==> config.mk <==
export PLATFORM = sky130hd
export DESIGN_NAME = host_bridge
export DESIGN_NICKNAME = d
export VERILOG_FILES = /design/src/rtl/host_bridge.sv
export SDC_FILE = /design/constraint.sdc
export NUM_CORES = 1
export LEC_CHECK = 0
export ABC_AREA = 0
export CAP_MARGIN = 20
export CORE_AREA = 2 2 178 180
export DETAILED_ROUTE_END_ITERATION = 6
export DIE_AREA = 0 0 180 182
export GPL_TIMING_DRIVEN = 0
export PLACE_DENSITY = 0.79
export REMOVE_ABC_BUFFERS = 1
export SLEW_MARGIN = 20
export SYNTH_ARGS = -nofsm -noshare
export SYNTH_HDL_FRONTEND = slang
export SYNTH_SLANG_ARGS = --single-unit
==> constraint.sdc <==
create_clock -name clk -period 12.71 [get_ports clk]
set_clock_uncertainty 0.05 [all_clocks]
set_input_delay 2.542 -clock clk [delete_from_list [all_inputs] [get_ports clk]]
set_output_delay 2.542 -clock clk [all_outputs]
set_load 0.1 [all_outputs]
==> src/rtl/host_bridge.sv <==
// host_bridge: round-robin funnel of core requests into one host request FIFO,
// with per-core one-entry response buffers steered by host_resp_id.
module host_bridge #(
   parameter int NCORES = 2,
   parameter int DW = 64,
   parameter int DEPTH = 4,
   localparam int IDW = (NCORES > 1) ? $clog2(NCORES) : 1
) (
   input  logic                 clk,
   input  logic                 rstn,
   input  logic [NCORES-1:0]    core_req_valid,
   output logic [NCORES-1:0]    core_req_ready,
   input  logic [NCORES*DW-1:0] core_req,
   output logic [NCORES-1:0]    core_resp_valid,
   input  logic [NCORES-1:0]    core_resp_ready,
   output logic [NCORES*DW-1:0] core_resp,
   output logic                 host_req_valid,
   input  logic                 host_req_ready,
   output logic [IDW-1:0]       host_req_id,
   output logic [DW-1:0]        host_req,
   input  logic                 host_resp_valid,
   output logic                 host_resp_ready,
   input  logic [IDW-1:0]       host_resp_id,
   input  logic [DW-1:0]        host_resp,
   output logic                 err_bad_id
);
   localparam int AW = $clog2(DEPTH);
   localparam logic [IDW-1:0] LAST = IDW'(NCORES - 1);
   localparam logic [AW:0] FULL = (AW+1)'(DEPTH);
   logic [IDW-1:0] last_grant, gnt, c;
   logic gnt_any, full, push, pop, id_ok, resp_hs;
   logic [AW-1:0] wr_ptr, rd_ptr;
   logic [AW:0] count;
   logic [IDW-1:0] mem_id [DEPTH];
   logic [DW-1:0] mem_data [DEPTH];
   logic [NCORES-1:0] rvalid, load;
   logic [DW-1:0] rdata [NCORES];
   // walk cores starting after last_grant; first valid one wins
   always_comb begin
      gnt = '0;
      gnt_any = 1'b0;
      c = last_grant;
      for (int k = 0; k < NCORES; k++) begin
         c = (c == LAST) ? '0 : c + 1'b1;
         if (core_req_valid[c] && !gnt_any) begin
            gnt = c;
            gnt_any = 1'b1;
         end
      end
   end
   assign full = count == FULL;
   assign push = rstn && gnt_any && !full;
   assign core_req_ready = push ? NCORES'(1) << gnt : '0;
   assign host_req_valid = rstn && count != '0;
   assign pop = host_req_valid && host_req_ready;
   assign host_req_id = mem_id[rd_ptr];
   assign host_req = mem_data[rd_ptr];
   always_ff @(posedge clk) begin
      if (!rstn) begin
         wr_ptr <= '0;
         rd_ptr <= '0;
         count <= '0;
         last_grant <= LAST;
      end else begin
         if (push) begin
            wr_ptr <= wr_ptr + 1'b1;
            last_grant <= gnt;
         end
         if (pop) rd_ptr <= rd_ptr + 1'b1;
         if (push != pop) count <= push ? count + 1'b1 : count - 1'b1;
      end
   end
   always_ff @(posedge clk) begin
      if (push) begin
         mem_id[wr_ptr] <= gnt;
         mem_data[wr_ptr] <= core_req[gnt*DW +: DW];
      end
   end
   // out-of-range ids are always accepted so they can be dropped and flagged
   assign id_ok = {1'b0, host_resp_id} < (IDW+1)'(NCORES);
   assign host_resp_ready = rstn && (!id_ok || !rvalid[host_resp_id]);
   assign resp_hs = host_resp_valid && host_resp_ready;
   assign load = (resp_hs && id_ok) ? NCORES'(1) << host_resp_id : '0;
   assign core_resp_valid = rstn ? rvalid : '0;
   for (genvar i = 0; i < NCORES; i++) begin : g_resp
      assign core_resp[i*DW +: DW] = rdata[i];
   end
   always_ff @(posedge clk) begin
      if (!rstn) begin
         rvalid <= '0;
         err_bad_id <= 1'b0;
      end else begin
         rvalid <= (rvalid & ~(core_resp_valid & core_resp_ready)) | load;
         err_bad_id <= err_bad_id | (resp_hs && !id_ok);
      end
   end
   always_ff @(posedge clk) begin
      for (int i = 0; i < NCORES; i++)
         if (load[i]) rdata[i] <= host_resp;
   end
endmodule

After elaboration in Yosys (flattened, before gate mapping)
Memory sizes are Yosys's and may differ from the RTL's. A register that Yosys moved wholly into a read port is not among the register bits.
Index checks and enable logic that the tools add are counted.
{ "totals": {"mem_bits_rw": 388, "wordCells": 63, "regBits": 10, "out_inout_bits": 200, "input_bits": 201, "mem_count": 3} }
{ "mem_list": {"columns": ["memory", "words", "width", "read_ports", "rd_ports_with_merged_regs", "wr", "line_no", "rtl"], "rows": [
  ["mem_data", 4, 64, 1, 1, 1, "35", "logic [DW-1:0] mem_data [DEPTH];"],
  ["rdata", 2, 64, 2, 0, 2, "37", "logic [DW-1:0] rdata [NCORES];"],
  ["mem_id", 4, 1, 1, 1, 1, "34", "logic [IDW-1:0] mem_id [DEPTH];"]
]} }
{ "op_classes": {"eq_ne": 2, "shifts": 3, "n_reduce_logical": 11, "order_cmp": 3, "muxes": 26, "bitwise": 4, "add_sub_neg": 6} }
{ "op_table": {"columns": ["cell", "count"], "rows": [
  ["128-bit by 8-bit variable part select with 64-bit output", 1],
  ["1-bit two-way mux", 18],
  ["2-bit two-way mux", 7],
  ["1-bit logical AND", 7],
  ["1-bit by 2-bit < comparator with 1-bit output (second input constant)", 3],
  ["2-bit by 1-bit adder with 2-bit output (second input constant)", 2],
  ["2-bit bitwise AND", 2],
  ["1-bit by 1-bit << shifter with 2-bit output (first input constant)", 2],
  ["3-bit by 1-bit adder with 3-bit output (second input constant)", 1],
  ["3-bit equality test (second input constant)", 1],
  ["1-bit zero test", 3],
  ["3-bit two-way mux", 1],
  ["3-bit nonzero test", 1],
  ["3-bit by 1-bit subtractor with 3-bit output (second input constant)", 1],
  ["1-bit adder (second input constant)", 2],
  ["2-bit inverter", 1],
  ["2-bit OR", 1],
  ["1-bit inequality test", 1]
]} }

Logic depth before layout (Yosys ltp)
Gate-level depths: netlist of run 1.
{ "logic_depth": {"word_depth": 12, "mapped_depth": 8, "ltp_nobuf": 7} }

Least setup slack after synthesis of run 1
No wires, ideal clock.
{ "synth_path": {"path_kind": "input to register", "startpoint": "input rstn", "endpoint": "memory rdata[0][0], enable pin", "required_ns": 11.990, "path_buffers": 2, "cell_stages": 4, "t_arrival_ns": 9.738, "setup_time_ns": 0.670, "setup_slack_ns": 2.253, "path_cell_list": "clkbuf_1 -> inv_1 -> clkbuf_1 -> nor4b_1"} }
{ "synth_lines": {"columns": ["element", "line_no", "rtl"], "rows": [
  ["start, declared", "10", "input logic rstn,"],
  ["end, declared", "37", null]
]} }

Final worst setup path of run 1
{ "layout_path": {"startpoint": "input rstn", "endpoint": "output host_resp_ready"} }
{ "layout_between": {"elab_chain_cells": 1} }
{ "layout_rtl": {"columns": ["element", "line_no", "rtl"], "rows": [
  ["1-bit logical AND", "81", "assign host_resp_ready = rstn && (!id_ok || !rvalid[host_resp_id]);"],
  ["end, declared", "22", "output logic host_resp_ready,"]
]} }
No other way between the ends.

==> results_dict.tcl, run 1 <==
set metrics [dict create \
    outcome "finished clean" \
    fin_crit_ns 7.63 \
    crit_fanout 11 \
    finalNetCount 1264 \
    ys_seq_area_share_pct 81.3 \
    htree_levels 2 \
    core_mm2 0.0310 \
    synth_common_cells "edfxtp_1 (388), mux2_2 (65), mux4_2 (65)" \
    area_delta_synth_final_pct 42.0 \
    endpoint_kind "output port" \
    synth-edff-count 388 \
    p_sw_share_pct 30.9 \
    gp_congestion 0.824 \
    vdd_drop_max_mv 0.127 \
    rsz0062_at_grt "no" \
    cts_resized 0 \
    clk_latency_ns 0.52 \
    p_int_mw 2.60 \
    cp_data_required_time_ns 10.12 \
    drive_above_1_share_pct 20.2 \
    drcViolationCount 0 \
    ys_warn_count 0 \
    cts_buffers 42 \
    p_total_mw 3.77 \
    cp-start-kind "input port" \
    maxCapViolCount 0 \
    ys.flop_type "edfxtp_1" \
    reg2reg_depth 8 \
    post-route-util_pct 67.0 \
    holdPathEnd "wr_ptr[0]" \
    tritoncts "built" \
    worst-r2r-setup-slack_ns 9.74 \
    gr-usage-all-layers_pct 20.3 \
    syn_inst 619 \
    powerDensity_mw_per_mm2 181 \
    min_path_type "register to register" \
    yosys-top-cells-area "edfxtp_1 (80%), mux4_2 (10%), mux2_2 (5.0%), dfxtp_1 (1.6%), buf_2 (0.48%)" \
    hold_viol 0 \
    avgSynthCellArea_um2 23.6 \
    vias_per_cell 5.20 \
    wl_per_cell_um 22.6 \
    whs_path_depth 1 \
    max_freq_mhz 131 \
    fp.dieH_um 182 \
    worstPathArrival_ns 5.04 \
    grt_max_degree 49 \
    switchingPower_mw 1.16 \
    grt_pass1_vias 8336 \
    synth_most_common_cell "edfxtp_1" \
    place_hpwl_mm 23.5 \
    synth.top_cell.area_share_pct 79.6 \
    synthDistinctLibCells 38 \
    clk_pin_slew_ns 0.06 \
    dr.pass1.iters 4 \
    worstHoldStart "wr_ptr[0]" \
    num_io_pins 401 \
    antenna_found_initial 3 \
    cts_hold_buf 0 \
    numPortBuffers 399 \
    synthArstFlopShare_pct 0 \
    fin_crit_sh_pct 60.0 \
    cts_buffer_depth 3 \
    worst_pin_slew_ns 1.06 \
    p_seq_share_pct 42.7 \
    grt_pass1_wl_mm 50.0 \
    crit_type "input port to output port" \
    synth-seq-cells 400 \
    die-area_mm2 0.0328 \
    finalSetupViolCount 0 \
    slew_violations 0 \
    numClockSinks 400 \
    rows 65 \
    yosys.area.top_type "edfxtp_1" \
    drtIter0Drc 349 \
    die_width_um 180 \
    vias 7776 \
    postCtsSetupBuffers 0 \
    final_antenna_net_count 0 \
    clock_power_share_pct 32.0 \
    r2r-end "rdata[0][9]" \
    p_comb_share_pct 25.2 \
    cts-root-buf "clkbuf_16" \
    netlist_area_mm2 0.0146 \
    grt-ovfl-total 0 \
    drt_wl_total_mm 33.7 \
    start_util_pct 47.2 \
    leakage_nw 6.81 \
    r2r_start "rvalid[0]" \
    relSlewSlack_pct 29.0 \
]
## sequential cells by signal (all words and copies together), names as in the netlist, named ones only
name        cells
mem_data      256
rdata         128
mem_id          4
count           3
rd_ptr          2
rvalid          2
wr_ptr          2
last_grant      1
## per-layer routing
layer | GRT usage (%) | vias to the layer above | routed length, um
li1 | - | 3468 | -
met1 | 23.9 | 3948 | 12700
met2 | 33.4 | 320 | 16500
met3 | 10.2 | 40 | 3970
met4 | 5.27 | 0 | 590
met5 | 0 | - | 0
## layout by cell type, fill, tap and decap left out, types with 3 or more instances in the layout
cell             netlist  layout
nor3b_1                3       3
a21oi_1                3       3
mux2_2                65      65
clkbuf_16              0      43
dfxtp_1               12      10
clkdlybuf4s50_1        0     399
and3_4                 0       5
mux4_2                65      65
nor2_1                 8       8
buf_2                 14       8
inv_1                  5       5
clkbuf_1               7      11
nor3_1                 3       3
clkinv_2               0       3
inv_6                  0       3
clkinv_1               0       8
o21ai_0                5       5
diode_2                0       3
buf_16                 0       9
nand2_1                4       4
ha_1                   4       4
edfxtp_1             388     388
bufinv_16              0       6
## power groups by stage
| stage | registers (mW) | clock network (mW) | logic [mW] |
|---|---|---|---|
| finish | 1.61 | 1.21 | 0.950 |
| global route | 1.62 | 1.28 | 0.985 |
| CTS | 1.61 | 1.23 | 0.959 |
| detailed placement | 1.64 | 0 | 0.957 |
| global placement | 1.66 | 0 | 0.918 |
| floorplan | 1.72 | 0 | 0.589 |
## cell families after synthesis
| group | Yosys count | synth area share, % |
|---|---|---|
| flops | 400 | 81.3 |
| compound gates | 18 | 0.838 |
| mux | 130 | 15.0 |
| buf+inv | 30 | 0.967 |
| fa+ha+maj | 5 | 0.479 |
| simple gates | 33 | 1.27 |
| xor+xnor | 2 | 0.120 |
| other cells | 1 | 0.0256 |
## worst max-delay path, stage by stage
cell             delay (ns)
clkdlybuf4s50_1        0.67
inv_1                  0.28
a211oi_1               0.34
clkdlybuf4s50_1        1.20
## layout make-up
cell class	count	area [um^2]
clock inverters	21	259
repair buffers	420	4340
inverters	5	18.8
clock buffers	54	1120
fillers	1994	10200
multi-input cells	189	2630
flip-flops and latches	400	11900
well taps	402	503
diodes	3	7.51
## worst max-delay path by stage
stage                            from                 to  slack [ns]
finish                           rstn    host_resp_ready        5.08
global route                     rstn  core_req_ready[0]        4.96
CTS                              rstn    host_resp_ready        5.09
detailed placement               rstn    host_resp_ready        5.10
global placement                 rstn        rdata[0][9]       -1.38
floorplan           core_req_valid[1]  core_req_ready[0]        2.61
## through the flow
stage	hold WS, ns	TNS, ns	setup WS, ns	area [um^2]	cells
floorplan	0.435	0	2.61	14500	594
global placement	0.459	-87.41	-1.38	19000	1395
detailed placement	0.477	0	5.10	19400	1416
CTS	0.490	0	5.09	20800	1491
global route	0.510	0	4.96	20800	1494
finish	0.494	0	5.08	20800	1494
Power figures use the tool's default switching activity.
==> run 2: changes to the inputs <==
==> constraint.sdc (replaced) <==
create_clock -name clk -period 7.7 [get_ports clk]
set_clock_uncertainty 0.05 [all_clocks]
set_input_delay 1.54 -clock clk [delete_from_list [all_inputs] [get_ports clk]]
set_output_delay 1.54 -clock clk [all_outputs]
set_load 0.1 [all_outputs]
==> results of run 2 <==
The final DEF is identical to that of run 1. Status: finished clean.
Among the figures that moved: setup slack after placement 5.10 ns -> 2.09 ns; setup slack after layout 5.08 ns -> 2.07 ns; register-to-register setup slack 9.74 ns -> 4.73 ns; total power 3.77 mW -> 6.22 mW; worst IR drop on VDD 0.127 mV -> 0.209 mV
==> run 3: changes to the inputs <==
--- a/config.mk
+++ b/config.mk
@@ -7,11 +7,11 @@
 export LEC_CHECK = 0
 export ABC_AREA = 0
 export CAP_MARGIN = 20
-export CORE_AREA = 2 2 178 180
+export CORE_AREA = 2 2 188 190
 export DETAILED_ROUTE_END_ITERATION = 6
-export DIE_AREA = 0 0 180 182
+export DIE_AREA = 0 0 190 192
 export GPL_TIMING_DRIVEN = 0
-export PLACE_DENSITY = 0.79
+export PLACE_DENSITY = 0.75
 export REMOVE_ABC_BUFFERS = 1
 export SLEW_MARGIN = 20
 export SYNTH_ARGS = -nofsm -noshare
==> constraint.sdc (replaced) <==
create_clock -name clk -period 4.8 [get_ports clk]
set_clock_uncertainty 0.05 [all_clocks]
set_input_delay 0.96 -clock clk [delete_from_list [all_inputs] [get_ports clk]]
set_output_delay 0.96 -clock clk [all_outputs]
set_load 0.1 [all_outputs]
==> results_dict.tcl, run 3 (synthesis results as in run 1) <==
set metrics [dict create \
    tritoncts "built" \
    htree_levels 2 \
    maxCapViolCount 0 \
    fin_crit_sh_pct 91.9 \
    slowest_stage "clkdlybuf4s50_1" \
    relSlewSlack_pct 24.3 \
    die_width_um 190 \
    max_flop_register "mem_data" \
    crit_fanout 11 \
    slew_violations 0 \
    place_hpwl_mm 24.8 \
    crit_type "input port to output port" \
    endpoint_kind "output port" \
    drtIter0Drc 420 \
    cts_buffer_depth 3 \
    vdd_drop_max_mv 0.313 \
    grt_pass1_wl_mm 50.1 \
    postCtsSetupBuffers 0 \
    cp_data_required_time_ns 3.79 \
    filler_cell_count 2405 \
    cts_hold_buf 0 \
    grt_max_degree 48 \
    rsz0062_at_grt "no" \
    numPortBuffers 399 \
    placed_area_mm2 0.0195 \
    fin_crit_ns 4.41 \
    core_mm2 0.0343 \
    start_util_pct 42.7 \
    cts_buffers 42 \
    clk_pin_slew_ns 0.06 \
    worstPathArrival_ns 3.40 \
    gp_congestion 0.829 \
    grt-ovfl-total 0 \
    wl_per_cell_um 22.6 \
    cp-start-kind "input port" \
    die-area_mm2 0.0365 \
    crit_top_cell "clkdlybuf4s50_1" \
    gr-usage-all-layers_pct 18.8 \
    hold_viol 0 \
    fp.dieH_um 192 \
    numClockSinks 400 \
    largest_reg_flops 256 \
    cts_resized 0 \
    rows 68 \
    worst_pin_slew_ns 1.13 \
    clk_latency_ns 0.51 \
    powerDensity_mw_per_mm2 473 \
    mostFrequentLayoutCell "clkdlybuf4s50_1" \
    largestRegisters "mem_data: 256 flops, rdata: 128 flops, mem_id: 4 flops" \
    vias 7766 \
    layout_common_cells "clkdlybuf4s50_1 (399), edfxtp_1 (388), mux2_2 (65), mux4_2 (65), clkbuf_16 (45)" \
    finalNetCount 1265 \
    slowest_delay_ns 1.13 \
    finalSetupViolCount 0 \
    max_freq_mhz 227 \
    area_delta_synth_final_pct 42.1 \
    worstPathCellList "clkdlybuf4s50_1, a21boi_4, and3_2, clkdlybuf4s50_1" \
    num_io_pins 401 \
    final_area_mm2 0.0208 \
    grt_pass1_vias 8340 \
    drt_wl_total_mm 34.9 \
    drcViolationCount 0 \
    outcome "finished clean" \
    cts-root-buf "clkbuf_16" \
    post-route-util_pct 60.6 \
    drive_above_1_share_pct 20.3 \
    dr.pass1.iters 4 \
    antenna_found_initial 7 \
    final_antenna_net_count 0 \
    min_path_type "register to register" \
    leakage_nw 6.78 \
    vias_per_cell 5.02 \
]
[run 3: layer usage]
| layer | routed length [um] | part of all wire (%) | vias to the layer above | global-route usage, % |
|---|---|---|---|---|
| met2 | 17700 | 51 | 336 | 33.0 |
| met4 | 931 | 2.7 | 0 | 6.41 |
| met1 | 12400 | 35 | 3899 | 20.4 |
| li1 | - | - | 3467 | - |
| met3 | 3900 | 11 | 64 | 7.95 |
| met5 | 0 | 0 | - | 0 |
[run 3: through the flow]
| step | setup TNS [ns] | cells | hold WS, ns | power, mW | setup WS, ns |
|---|---|---|---|---|---|
| 2_1_floorplan | -344.22 | 594 | 0.435 | 6.12 | -3.71 |
| 3_3_place_gp | -1344.39 | 1448 | 0.466 | 6.84 | -7.98 |
| 3_5_place_dp | 0 | 1470 | 0.478 | 6.89 | 0.360 |
| 4_1_cts | 0 | 1542 | 0.495 | 9.94 | 0.355 |
| 5_1_grt | 0 | 1547 | 0.534 | 10.1 | 0.261 |
| 6_report | 0 | 1547 | 0.486 | 9.83 | 0.387 |
[run 3: path summary, 6_finish.rpt]
path | cells past startpoint | slack [ns] | startpoint | to
worst max-delay path | 4 | 0.39 | core_req_valid[1] | core_req_ready[1]
worst min-delay path | 2 | 0.49 | rd_ptr[0] | rd_ptr[0]
worst max register to register | 7 | 2.15 | rvalid[0] | rdata[0][51]
worst min register to register | 2 | 0.49 | rd_ptr[0] | rd_ptr[0]
[run 3: critical path: cells and delay by family]
family,cells,cell delay [ns]
buffers and inverters,2,1.65
AO/OA/AOI/OAI,1,0.51
AND/OR/NAND/NOR,1,0.28
[run 3: power by group]
| group | total [mW] | switching, mW | leakage (nW) | internal, mW |
|---|---|---|---|---|
| clock | 3.04 | 1.23 | 0.636 | 1.81 |
| sequential | 4.25 | 0.0891 | 3.65 | 4.16 |
| combinational | 2.54 | 1.77 | 2.50 | 0.763 |
| total | 9.83 | 3.10 | 6.78 | 6.73 |
[run 3: area by class of cell]
class	instances	area, um^2	area share, %
flip-flops and latches	400	11900	57.3
repair buffers	421	4350	20.9
multi-input cells	189	2630	12.7
clock buffers	55	1160	5.60
well taps	455	569	2.74
clock inverters	17	134	0.644
inverters	5	18.8	0.0903
diodes	5	12.5	0.0602
